[src/rtl/uart_rx_frame.sv]
// Parametrised UART receiver: 2-FF synchroniser, 3-sample majority vote per bit,
// false-start rejection, and parity/framing/break detection on each completed frame.
module uart_rx_frame #(
  parameter int CLK_FREQ   = 50_000_000,
  parameter int BAUD       = 9600,
  parameter int DATA_BITS  = 8,
  parameter int PARITY     = 0,
  parameter int STOP_BITS  = 1,
  parameter int OVERSAMPLE = 16
) (
  input  logic                 clk,
  input  logic                 reset_n,
  input  logic                 uart_rx,
  output logic [DATA_BITS-1:0] rx_data,
  output logic                 rx_valid,
  output logic                 parity_err,
  output logic                 frame_err,
  output logic                 break_det,
  output logic                 led
);

  localparam int DIV_RAW = CLK_FREQ / (BAUD * OVERSAMPLE);
  localparam int DIV     = (DIV_RAW < 1) ? 1 : DIV_RAW;
  localparam int DIV_W   = (DIV > 1) ? $clog2(DIV) : 1;
  localparam int OS_W    = $clog2(OVERSAMPLE);

  localparam logic [DIV_W-1:0] DIV_LAST  = DIV_W'(DIV - 1);
  localparam logic [OS_W-1:0]  OS_LAST   = OS_W'(OVERSAMPLE - 1);
  localparam logic [OS_W-1:0]  SMP_A     = OS_W'(OVERSAMPLE / 2 - 1);
  localparam logic [OS_W-1:0]  SMP_B     = OS_W'(OVERSAMPLE / 2);
  localparam logic [OS_W-1:0]  SMP_C     = OS_W'(OVERSAMPLE / 2 + 1);
  localparam logic [3:0]       DATA_LAST = 4'(DATA_BITS - 1);
  localparam logic [3:0]       STOP_LAST = 4'(STOP_BITS - 1);

  typedef enum logic [2:0] {IDLE, START, DATA, PAR, STOP, WAIT_HIGH} state_t;

  state_t                 state;
  logic                   sync_p0, sync_p1, sync_p2;
  logic                   fall, tick, voted;
  logic [DIV_W-1:0]       div_cnt;
  logic [OS_W-1:0]        tick_cnt;
  logic [3:0]             bit_cnt;
  logic                   v_a, v_b;
  logic [DATA_BITS-1:0]   shift;
  logic                   par_bad, stop_low, any_one;
  logic                   stop_low_n, any_n;

  function automatic logic maj3(input logic a, input logic b, input logic c);
    return (a & b) | (a & c) | (b & c);
  endfunction

  function automatic logic exp_parity(input logic [DATA_BITS-1:0] d);
    return (PARITY == 1) ? ~^d : ^d;
  endfunction

  // Synchroniser (p0, p1) and edge register (p2); idle line level is 1
  always_ff @(posedge clk or negedge reset_n) begin
    if (!reset_n) begin
      sync_p0 <= 1'b1;
      sync_p1 <= 1'b1;
      sync_p2 <= 1'b1;
    end else begin
      sync_p0 <= uart_rx;
      sync_p1 <= sync_p0;
      sync_p2 <= sync_p1;
    end
  end

  assign fall       = sync_p2 & ~sync_p1;
  assign tick       = (div_cnt == DIV_LAST);
  assign voted      = maj3(v_a, v_b, sync_p1);
  assign stop_low_n = stop_low | ~voted;
  assign any_n      = any_one | voted;

  // Frame FSM: bit cells are timed from the detected start edge
  always_ff @(posedge clk or negedge reset_n) begin
    if (!reset_n) begin
      state      <= IDLE;
      div_cnt    <= '0;
      tick_cnt   <= '0;
      bit_cnt    <= '0;
      v_a        <= 1'b1;
      v_b        <= 1'b1;
      shift      <= '0;
      par_bad    <= 1'b0;
      stop_low   <= 1'b0;
      any_one    <= 1'b0;
      rx_data    <= '0;
      rx_valid   <= 1'b0;
      parity_err <= 1'b0;
      frame_err  <= 1'b0;
      break_det  <= 1'b0;
      led        <= 1'b0;
    end else begin
      rx_valid   <= 1'b0;
      parity_err <= 1'b0;
      frame_err  <= 1'b0;
      break_det  <= 1'b0;
      case (state)
        IDLE: begin
          div_cnt  <= '0;
          tick_cnt <= '0;
          if (fall) begin
            state    <= START;
            bit_cnt  <= '0;
            par_bad  <= 1'b0;
            stop_low <= 1'b0;
            any_one  <= 1'b0;
          end
        end
        WAIT_HIGH: begin
          // Any low sample restarts the one-bit-time high qualification
          if (!sync_p1) begin
            div_cnt  <= '0;
            tick_cnt <= '0;
          end else if (tick) begin
            div_cnt  <= '0;
            tick_cnt <= (tick_cnt == OS_LAST) ? '0 : tick_cnt + 1'b1;
            if (tick_cnt == OS_LAST) state <= IDLE;
          end else begin
            div_cnt <= div_cnt + 1'b1;
          end
        end
        default: begin
          if (tick) begin
            div_cnt  <= '0;
            tick_cnt <= (tick_cnt == OS_LAST) ? '0 : tick_cnt + 1'b1;
            if (tick_cnt == SMP_A) v_a <= sync_p1;
            if (tick_cnt == SMP_B) v_b <= sync_p1;
            if (tick_cnt == SMP_C) begin
              case (state)
                START: state <= voted ? IDLE : DATA;
                DATA: begin
                  shift   <= {voted, shift[DATA_BITS-1:1]};
                  any_one <= any_n;
                  if (bit_cnt == DATA_LAST) begin
                    bit_cnt <= '0;
                    state   <= (PARITY != 0) ? PAR : STOP;
                  end else begin
                    bit_cnt <= bit_cnt + 4'd1;
                  end
                end
                PAR: begin
                  par_bad <= (voted != exp_parity(shift));
                  any_one <= any_n;
                  state   <= STOP;
                end
                default: begin
                  if (bit_cnt == STOP_LAST) begin
                    rx_data    <= shift;
                    rx_valid   <= 1'b1;
                    parity_err <= par_bad;
                    frame_err  <= stop_low_n;
                    break_det  <= ~any_n;
                    if (!par_bad && !stop_low_n) led <= ~led;
                    div_cnt    <= '0;
                    tick_cnt   <= '0;
                    state      <= sync_p1 ? IDLE : WAIT_HIGH;
                  end else begin
                    stop_low <= stop_low_n;
                    any_one  <= any_n;
                    bit_cnt  <= bit_cnt + 4'd1;
                  end
                end
              endcase
            end
          end else begin
            div_cnt <= div_cnt + 1'b1;
          end
        end
      endcase
    end
  end

endmodule

[config.mk]
export PLATFORM = sky130hd
export DESIGN_NAME = uart_rx_frame
export DESIGN_NICKNAME = d
export VERILOG_FILES = /design/src/rtl/uart_rx_frame.sv
export SDC_FILE = /design/constraint.sdc
export NUM_CORES = 1
export LEC_CHECK = 0
export CORE_ASPECT_RATIO = 0.9
export CORE_MARGIN = 2
export CORE_UTILIZATION = 55
export DETAILED_ROUTE_END_ITERATION = 16
export PLACE_DENSITY = 0.75
export SYNTH_ARGS = -nofsm -noshare
export SYNTH_HDL_FRONTEND = slang
export SYNTH_SLANG_ARGS = --single-unit
[constraint.sdc]
create_clock -name clk -period 2.6 [get_ports clk]
set_clock_uncertainty 0.1 [all_clocks]
set_input_delay 0.52 -clock clk [delete_from_list [all_inputs] [get_ports clk]]
set_output_delay 0.52 -clock clk [all_outputs]
set_load 0.05 [all_outputs]
==> results.py <==
metrics = {
    "yosys": {
        "synth.top_cell.area_share_pct": 42.7,
        "synth.largest_area_cell": "dfrtp_1",
        "ys_top_cells_by_area": "dfrtp_1 (43%), mux2_2 (8.7%), dfstp_2 (5.1%)",
        "syn_nets": 242,
        "ys.flop_type": "dfrtp_1",
        "synth_cell_types": 56,
        "synth.avg_cell_area_sq_um": 11.1,
        "synth_edf_count": 0,
        "yosys_warnings": 0,
        "synth-seq-cells": 49,
        "seq_area_frac_synth_pct": 47.8,
        "synthArstFlopShare_pct": 100,
        "netlist_instances": 232,
        "synth_area_sq_mm": 0.00258,
    },
    "timing": {
        "worst_pin_slew_ps": 609,
        "period_needed_ps": 2290,
        "rsz0062_at_grt": "false",
        "whs_ps": 184,
        "max_freq_mhz": 437,
        "setup_tns_ps": 0,
        "maxSlewViolCount": 0,
        "min_period_over_period_pct": 88.0,
        "maxSlewHeadroom_pct": 59.4,
        "setup_violations": 0,
        "hold_viol": 0,
    },
    "detailed_routing": {
        "final_antenna_net_count": 0,
        "drtPass1Iterations": 4,
        "drc": 0,
        "vias_per_cell": 5.58,
        "vias": 1740,
        "routed_wl_microns": 4470,
        "wl_per_cell_microns": 14.3,
        "drt_iter0_drc": 137,
    },
    "finish": {
        "antenna_cells": 0,
        "drive_above_1_share_pct": 22.4,
        "area_delta_synth_final_pct": 11.1,
        "stdcell_count": 312,
        "layout.nets": 259,
        "ff_latch_area_sq_mm": 0.00123,
        "post-route-util_pct": 63.8,
        "multiInputGateArea_sq_mm": 0.00125,
        "n_fill_cell": 357,
    },
    "global_routing": {
        "grt_pass1_vias": 1598,
        "grt_overflow_total": 0,
        "grt_start_max_net_pins": 50,
        "track_usage_pct": 18.7,
        "antenna_found_initial": 0,
        "grt_pass1_wl_microns": 7620,
    },
    "power": {
        "power.share.clock_pct": 24.0,
        "combPwrFrac_pct": 28.8,
        "switching_share_pct": 35.8,
        "power.leakage_nw": 1.27,
        "p_int_w": 0.00124,
        "power_frac_seq_pct": 47.2,
        "switching_power_w": 0.000694,
        "peakVddDrop_uv": 344,
        "p_per_area_mw_per_mm2": 676,
    },
    "floorplanning": {
        "die_area_sq_mm": 0.00525,
        "die_y_microns": 69.0,
        "start_util_pct": 57.4,
        "core-area_sq_mm": 0.00449,
        "ios": 16,
        "rows": 23,
        "die-width_microns": 76.2,
    },
    "critical_path": {
        "critPathCaptureType": "flop",
        "r2r_cells": 7,
        "cp_top_family": "compound AO/OA/AOI/OAI gates",
        "crit_type": "reg2reg",
        "arrival_ps": 2390,
        "cpMaxStageDelayCell": "or3b_2",
        "crit_path_max_incr_delay_ps": 500,
        "path_depth": 7,
        "startpoint_type": "flop",
        "crit_chain": "inv_1 -> ha_1 -> or3b_2 -> o21ai_0 -> o211ai_1 -> o21ba_2 -> mux2_2",
        "worstPathRequired_ps": 2700,
        "cp_max_fo": 5,
        "crit_buf_inv": 1,
    },
    "clock_tree": {
        "cts_root_buf": "clkbuf_8",
        "h-tree-depth": 2,
        "insertion_delay_ps": 310,
        "clkTransAtPathRegs_ps": 90,
        "cts_tree": "yes",
        "numCtsBuffers": 5,
        "post_cts_buffers": 0,
        "cts_max_path_buffers": 2,
        "clkSinkCount": 49,
        "cts_hold_buf": 0,
        "cts_resized": 0,
    },
    "hold_path": {
        "holdCritPathClass": "in2async",
    },
    "job": {
        "maxCapViolations": 0,
    },
    "outcome": {
        "status": "complete, no violations",
    },
    "placement": {
        "place_hpwl_microns": 3130,
        "dp.cells": 304,
        "place_congestion": 0.837,
        "numPortBuffers": 15,
    },
}
## registers in the layout (all words and copies together) (netlist names)
name / flops
any_one: 1
rx_data: 8
frame_err: 1
break_det: 1
state: 3
led: 1
div_cnt: 9
par_bad: 1
tick_cnt: 4
stop_low: 1
shift: 8
sync_p1: 1
sync_p0: 1
bit_cnt: 4
v_b: 1
rx_valid: 1
sync_p2: 1
parity_err: 1
v_a: 1
## cell type report
cell class	count	area share [%]
Clock buffer	5	2.40
Clock inverter	3	0.743
Inverter	9	1.18
Multi-Input combinational cell	164	43.6
Sequential cell	49	43.0
Tap cell	62	2.71
Timing Repair Buffer	20	6.38
## through the flow
step	power, W	instance area (sq um)	setup WS [ps]
after floorplan	0.00137	2580	462
after global placement	0.00147	2770	386
after detailed placement	0.00148	2770	346
after CTS	0.00195	2860	321
after global routing	0.00207	2860	188
final	0.00194	2860	313
## power groups by stage
stage / combinational (W) / sequential [W] / clock (W)
2_1_floorplan: 0.000463 / 0.000906 / 0
3_3_place_gp: 0.000549 / 0.000925 / 0
3_5_place_dp: 0.000554 / 0.000930 / 0
4_1_cts: 0.000558 / 0.000914 / 0.000481
5_1_grt: 0.000633 / 0.000927 / 0.000509
6_report: 0.000558 / 0.000914 / 0.000464
## routing by layer
layer  vias to the layer above  share of wire [%]  track usage, %
met5                         -                  0               0
met2                        27                 45            28.6
li1                        849                  -               -
met4                         0                1.2            7.50
met1                       857                 51            25.4
met3                         7                3.1            5.47
## path summary, 6_finish.rpt
check | slack (ps) | start | endpoint
worst max-delay path | 310 | bit_cnt[0] | state[1]
worst min-delay path | 180 | reset_n | bit_cnt[0]
worst max register to register | 310 | bit_cnt[0] | state[1]
worst min register to register | 260 | sync_p0 | sync_p1
max in group asynchronous | 1790 | reset_n | div_cnt[5]
min in group clk | 260 | sync_p0 | sync_p1
## worst register-to-register path, delay by kind of cell, from the launching register on
family                     cells  cell delay (ps)
AOI/OAI and AO/OA              3              570
and+or+nand+nor                1              500
DFF                            1              430
muxes                          1              330
adders and majority gates      1              180
buffers and inverters          1               70
## Yosys cell counts (2+ instances only)
cell and instances:
nor2_1 19, ha_1 7, nor3_1 3, or2_2 3, mux2_2 20, dfrtp_1 44
buf_4 2, nor3_4 2, o21ai_0 11, nand3b_1 5, xor2_1 7, clkbuf_1 2
nand4_1 5, and3b_1 2, inv_1 9, buf_6 2, buf_2 4, a21oi_1 9
nor3b_1 2, a31oi_1 3, nand2b_1 3, nor2b_1 6, nand2_1 9, dfstp_2 5
xnor2_1 8, nand3_1 10
## logic make-up after synthesis
logic type	after synthesis	synth area share, %
AO/OA/AOI/OAI	38	9.80
flip-flops	49	47.8
buffers and inverters	19	3.83
XOR/XNOR	15	5.09
adder cells (fa/ha/maj)	8	3.78
AND/OR/NAND/NOR	82	20.6
multiplexers	21	9.12
## cell usage in the layout (no fill, tap or decap), drive strengths merged, types with 4 or more instances in the layout
| cell type | instances |
|---|---|
| dfstp | 5 |
| nor2 | 20 |
| xor2 | 7 |
| nand2 | 9 |
| clkbuf | 5 |
| o21ai | 11 |
| inv | 10 |
| nand3 | 10 |
| dfrtp | 44 |
| or2 | 4 |
| nor3 | 6 |
| xnor2 | 8 |
| mux2 | 20 |
| buf | 6 |
| a21oi | 9 |
| nor2b | 6 |
| nand3b | 5 |
| clkdlybuf4s50 | 14 |
| nand4 | 6 |
| ha | 7 |
Note: power is estimated with default switching activity, not from simulation.
